<file path="config.mk">
export PLATFORM = sky130hd
export DESIGN_NAME = cla_bist
export DESIGN_NICKNAME = d
export VERILOG_FILES = /design/src/rtl/cla_bist_pkg.sv /design/src/rtl/cla_bist_ref.sv /design/src/rtl/cla_bist.sv
export SDC_FILE = /design/constraint.sdc
export NUM_CORES = 1
export LEC_CHECK = 0
export ABC_AREA = 1
export ABC_CLOCK_PERIOD_IN_PS = 5200
export CELL_PAD_IN_SITES_DETAIL_PLACEMENT = 0
export CELL_PAD_IN_SITES_GLOBAL_PLACEMENT = 1
export CORE_ASPECT_RATIO = 1.1
export CORE_MARGIN = 5
export CORE_UTILIZATION = 25
export CTS_CLUSTER_SIZE = 14
export DETAILED_ROUTE_END_ITERATION = 10
export GPL_TIMING_DRIVEN = 0
export HOLD_SLACK_MARGIN = 0.02
export PLACE_DENSITY_LB_ADDON = 0.2
export SETUP_SLACK_MARGIN = 0.15
export SYNTH_ARGS = -nofsm -noshare
export SYNTH_HDL_FRONTEND = slang
export SYNTH_SLANG_ARGS = --single-unit
</file>
<file path="constraint.sdc">
create_clock -name clk -period 5.2 [get_ports clk]
set_input_delay 1.04 -clock clk [delete_from_list [all_inputs] [get_ports clk]]
set_output_delay 1.04 -clock clk [all_outputs]
set_load 0.1 [all_outputs]
</file>
<file path="src/rtl/cla_bist_pkg.sv">
// cla_bist_pkg: shared state encoding and sweep sizing helpers for cla_bist
package cla_bist_pkg;
    typedef enum logic [2:0] {IDLE, DRIVE, WAIT, CHECK, DONE} state_t;
    function automatic int idx_w(input int width);
        return 2 * width + 1;
    endfunction
    function automatic longint vec_cnt(input int width);
        return longint'(1) << idx_w(width);
    endfunction
endpackage

</file>
<file path="src/rtl/cla_bist_ref.sv">
// cla_bist_ref: combinational golden adder producing {cout, sum} of a + b + cin
module cla_bist_ref #(
    parameter int WIDTH = 4
) (
    input  logic [WIDTH-1:0] a,
    input  logic [WIDTH-1:0] b,
    input  logic             cin,
    output logic [WIDTH:0]   res
);
    assign res = {1'b0, a} + {1'b0, b} + {{WIDTH{1'b0}}, cin};
endmodule

</file>
<file path="src/rtl/cla_bist.sv">
// cla_bist: exhaustive BIST sweep of a carry-lookahead adder; CLA_BIST_FAIL_CAPTURE_EN adds first-failure capture
module cla_bist
    import cla_bist_pkg::*;
#(
    parameter int WIDTH  = 4,
    parameter int SETTLE = 1,
    parameter int ERR_W  = 10
) (
    input  logic                   clk,
    input  logic                   rst,
    input  logic                   start,
    output logic                   busy,
    output logic                   done,
    output logic                   pass,
    output logic [WIDTH-1:0]       a_o,
    output logic [WIDTH-1:0]       b_o,
    output logic                   cin_o,
    input  logic [WIDTH-1:0]       sum_i,
    input  logic                   cout_i,
    output logic [ERR_W-1:0]       err_cnt,
    output logic [2*WIDTH:0]       vec_idx,
    output logic                   fail_valid,
    output logic [2*WIDTH:0]       fail_vec,
    output logic [WIDTH-1:0]       fail_sum,
    output logic                   fail_cout
);
    localparam int IW = idx_w(WIDTH);
    localparam logic [IW-1:0] LAST = IW'(vec_cnt(WIDTH) - 1);
    localparam int SW = SETTLE > 1 ? $clog2(SETTLE) : 1;
    localparam logic [SW-1:0] SLAST = SW'(SETTLE > 0 ? SETTLE - 1 : 0);

    state_t state, state_n;
    logic [SW-1:0] scnt;
    logic [IW-1:0] op;
    logic [WIDTH:0] exp_r;
    logic go, last, mism;

    assign go = start && (state == IDLE || state == DONE);
    assign last = vec_idx == LAST;
    assign mism = state == CHECK && {cout_i, sum_i} != exp_r;
    assign {a_o, b_o, cin_o} = op;
    assign busy = state == DRIVE || state == WAIT || state == CHECK;
    assign done = state == DONE;
    assign pass = done && err_cnt == '0;

    cla_bist_ref #(.WIDTH(WIDTH)) u_ref (
        .a   (a_o),
        .b   (b_o),
        .cin (cin_o),
        .res (exp_r)
    );

    // state register
    always_ff @(posedge clk) begin
        if (rst) state <= IDLE;
        else state <= state_n;
    end

    // next-state: one DRIVE, SETTLE WAIT cycles, one CHECK per vector
    always_comb begin
        state_n = state;
        case (state)
            IDLE, DONE: state_n = start ? DRIVE : state;
            DRIVE: state_n = SETTLE > 0 ? WAIT : CHECK;
            WAIT: state_n = scnt == SLAST ? CHECK : WAIT;
            CHECK: state_n = last ? DONE : DRIVE;
            default: state_n = IDLE;
        endcase
    end

    // operand, vector, settle and saturating error counters
    always_ff @(posedge clk) begin
        if (rst) begin
            op <= '0;
            vec_idx <= '0;
            err_cnt <= '0;
            scnt <= '0;
        end else begin
            if (go) begin
                op <= '0;
                vec_idx <= '0;
                err_cnt <= '0;
            end
            if (state == DRIVE) scnt <= '0;
            if (state == WAIT) scnt <= scnt + 1'b1;
            if (state == CHECK) begin
                if (mism && !(&err_cnt)) err_cnt <= err_cnt + 1'b1;
                if (!last) begin
                    vec_idx <= vec_idx + 1'b1;
                    op <= vec_idx + 1'b1;
                end
            end
        end
    end

`ifdef CLA_BIST_FAIL_CAPTURE_EN
    // latch the first mismatch of a sweep; later mismatches leave it alone
    always_ff @(posedge clk) begin
        if (rst || go) begin
            fail_valid <= 1'b0;
            fail_vec <= '0;
            fail_sum <= '0;
            fail_cout <= 1'b0;
        end else if (mism && !fail_valid) begin
            fail_valid <= 1'b1;
            fail_vec <= vec_idx;
            fail_sum <= sum_i;
            fail_cout <= cout_i;
        end
    end
`else
    assign fail_valid = 1'b0;
    assign fail_vec = '0;
    assign fail_sum = '0;
    assign fail_cout = 1'b0;
`endif
endmodule

</file>
==> run metrics <==
status=finished clean; I/O pins=54; sequential element share of the synthesized area=32.4%; Gate power share=27.1%; max cap viols=0; DR WL/cell=11.5 um; DP Area=2540 um2; WP data arrival=2.67 ns; Root Buffer=clkbuf_8; RD Place Congestion=0.761; worst r2r src=op[5]; Post-Syn Instances=289; Placeable Area=7830 um2; 1st-pass router iterations=4; Vias/cell=4.14; worst skew pair latency=0.28 ns; Port Buffer Count=37; Worst-Margin Slew=0.982 ns; dpl hpwl=4100 um; Sw Pwr=0.000258 W; Total Routed Length=5230 um; slowest stage cell, crit path=clkdlybuf4s50_1; CP Capture Point=pass; starting density of the core=25.3%; Worst Path Required=4.16 ns; clock-pin slew on the worst setup and hold paths=0.08 ns; H-tree levels=2; Slew Limit Fails=0; Nets=364; hold depth=2; maximum fanout along the worst path=4; Vias=1889; DIE WIDTH=94.8 um; CTS Hold Bufs=0; final hold viol count=0; Seq cells post-synth=32; internal power=0.000441 W; Setup Skew=0.0103 ns; gr usage total=11.4%; share of power burned in registers=37.4%; r2r worst-path depth=12; vias in the first global route=1787; Post-CTS Setup Bufs=0; fillers=885; synthesized area per cell=6.84 um2; Worst VDD drop=78.3 uV; full die area=9790 um2; sw frac=36.9%; Final Cell Area=2660 um2; hold crit path type=flop to flop; antenna violations before repair=0; Reg2Reg Setup Slack=2.75 ns; crit path capture type=output pin; Slew HR=34.3%; drc violations=0; clock sinks=32; critical path type=flop to output pin; # rows=34; Final min period=3.71 ns; PD cells=263 nW/um2; crit path cell chain=nor2_1 -> inv_2 -> nor2_1 -> nand4_1 -> nor4_2 -> clkdlybuf4s50_1; largest net degree at the start of global routing=13; global-route wire length before repair=8770 um; layout cell share with drive strength beyond 1=13.2%; global route overflow=0; Clock Power Share=35.5%; CP peak stage delay=1.19 ns; crit path launch=state[0]; RR Endpoint=err_cnt[5]; setup tns final=0 ns; post-CTS resize count=0; Achievable Freq=270 MHz; synth warn=0; CTS tree=yes; Die Y=103 um; cell mode on critical path=nor2_1; setup violators final=0; unrepaired setup endpoints after global routing=no; maximum clock insertion buffer count=2; Leak Pwr=1.06 nW; period utilization=71.3%; Mapped Area=1980 um2; Initial DRC Count=53; Syn-to-layout area delta=34.4%; ANT cells=0; TritonCTS buffer count=5; unique cell type count in the Yosys netlist=31; number of antenna-violating nets in the routed design=0; startpoint types=flop
placed cells by master (no fill, tap or decap), types with 7 or more instances in the layout:
cell             instances
ha_1                     7
dfxtp_1                 32
nand3_1                 21
buf_4                   16
conb_1                  15
inv_1                   29
nand2_1                 71
nor2_1                  37
a21oi_1                 23
nand4_1                  8
clkdlybuf4s50_1         37
flip-flops by register name (all words and copies together), names as in the netlist:
| signal | count |
|---|---|
| vec_idx | 9 |
| state | 3 |
| err_cnt | 10 |
| op | 9 |
| scnt | 1 |
stage by stage:
stage | total power, W | util [%] | cells | hold WS (ns) | worst slack (ns)
detailed placement | 0.000458 | 32.5 | 448 | 0.474 | 1.83
global route | 0.000732 | 33.9 | 456 | 0.505 | 1.35
CTS | 0.000708 | 33.9 | 456 | 0.487 | 1.49
global placement | 0.000458 | 32.5 | 448 | 0.470 | 1.79
finish | 0.000698 | 33.9 | 456 | 0.482 | 1.49
floorplan | 0.000423 | - | 303 | 0.462 | 0.343
logic make-up (layout without fill, tap and decap cells):
group / Yosys count / after routing / share of synthesized area, %
buf+inv: 53 / 98 / 13.2
compound gates: 30 / 30 / 8.29
other cells: 1 / 15 / 0.190
simple gates: 157 / 157 / 36.4
xor+xnor: 7 / 7 / 3.10
flops: 32 / 32 / 32.4
fa+ha+maj: 9 / 9 / 6.46
worst max-delay path: cells and delay by family (launching register included):
family                 cells  cell delay (ns)
buffers and inverters      2             1.29
flip-flops                 1             0.33
AND/OR/NAND/NOR            4             0.77
worst min path at each step:
stage,from,end,slack (ns)
detailed placement,op[0],op[0],0.47
global route,op[1],op[1],0.50
CTS,op[0],op[0],0.49
floorplan,scnt,scnt,0.46
global placement,op[1],op[1],0.47
finish,op[0],op[0],0.48
Yosys cell counts, drive strengths merged:
cell / number / area share, %
xnor2: 3 / 1.3
ha: 7 / 4.4
nor4: 1 / 0.32
nand2: 75 / 15
buf: 18 / 6.5
dfxtp: 32 / 32
inv: 33 / 6.3
nand4: 8 / 2.5
conb: 1 / 0.19
fa: 2 / 2.0
o21bai: 1 / 0.38
xor2: 4 / 1.8
o21ai: 3 / 0.76
clkbuf: 2 / 0.38
nor2: 42 / 9.4
nand3: 23 / 6.7
nor3: 6 / 1.8
nand3b: 1 / 0.38
or2: 1 / 0.32
a21oi: 26 / 7.2
metal layers:
| layer | global-route usage, % | share of wire [%] | vias up |
|---|---|---|---|
| met5 | 0 | 0 | - |
| met4 | 2.77 | 1.1 | 0 |
| met3 | 2.97 | 4.5 | 4 |
| met2 | 19.2 | 47 | 38 |
| met1 | 14.5 | 47 | 843 |
| li1 | - | - | 1004 |
power by group through the flow:
stage	Sequential [W]	Clock, W	Combinational (W)
2_1_floorplan	0.000291	0	0.000132
3_3_place_gp	0.000267	0	0.000191
3_5_place_dp	0.000267	0	0.000191
4_1_cts	0.000261	0.000256	0.000191
5_1_grt	0.000263	0.000265	0.000203
6_report	0.000261	0.000248	0.000190
area by class of cell:
type | count | area [um2] | share of cell area (%)
repair buffers | 37 | 370 | 13.9
clock inverters | 3 | 46.3 | 1.74
plain buffers | 20 | 136 | 5.13
inverters | 33 | 124 | 4.66
multi-input cells | 218 | 1130 | 42.7
clock buffers | 5 | 68.8 | 2.59
flip-flops and latches | 32 | 641 | 24.1
well taps | 108 | 135 | 5.09
(Power assumes the default switching activity.)
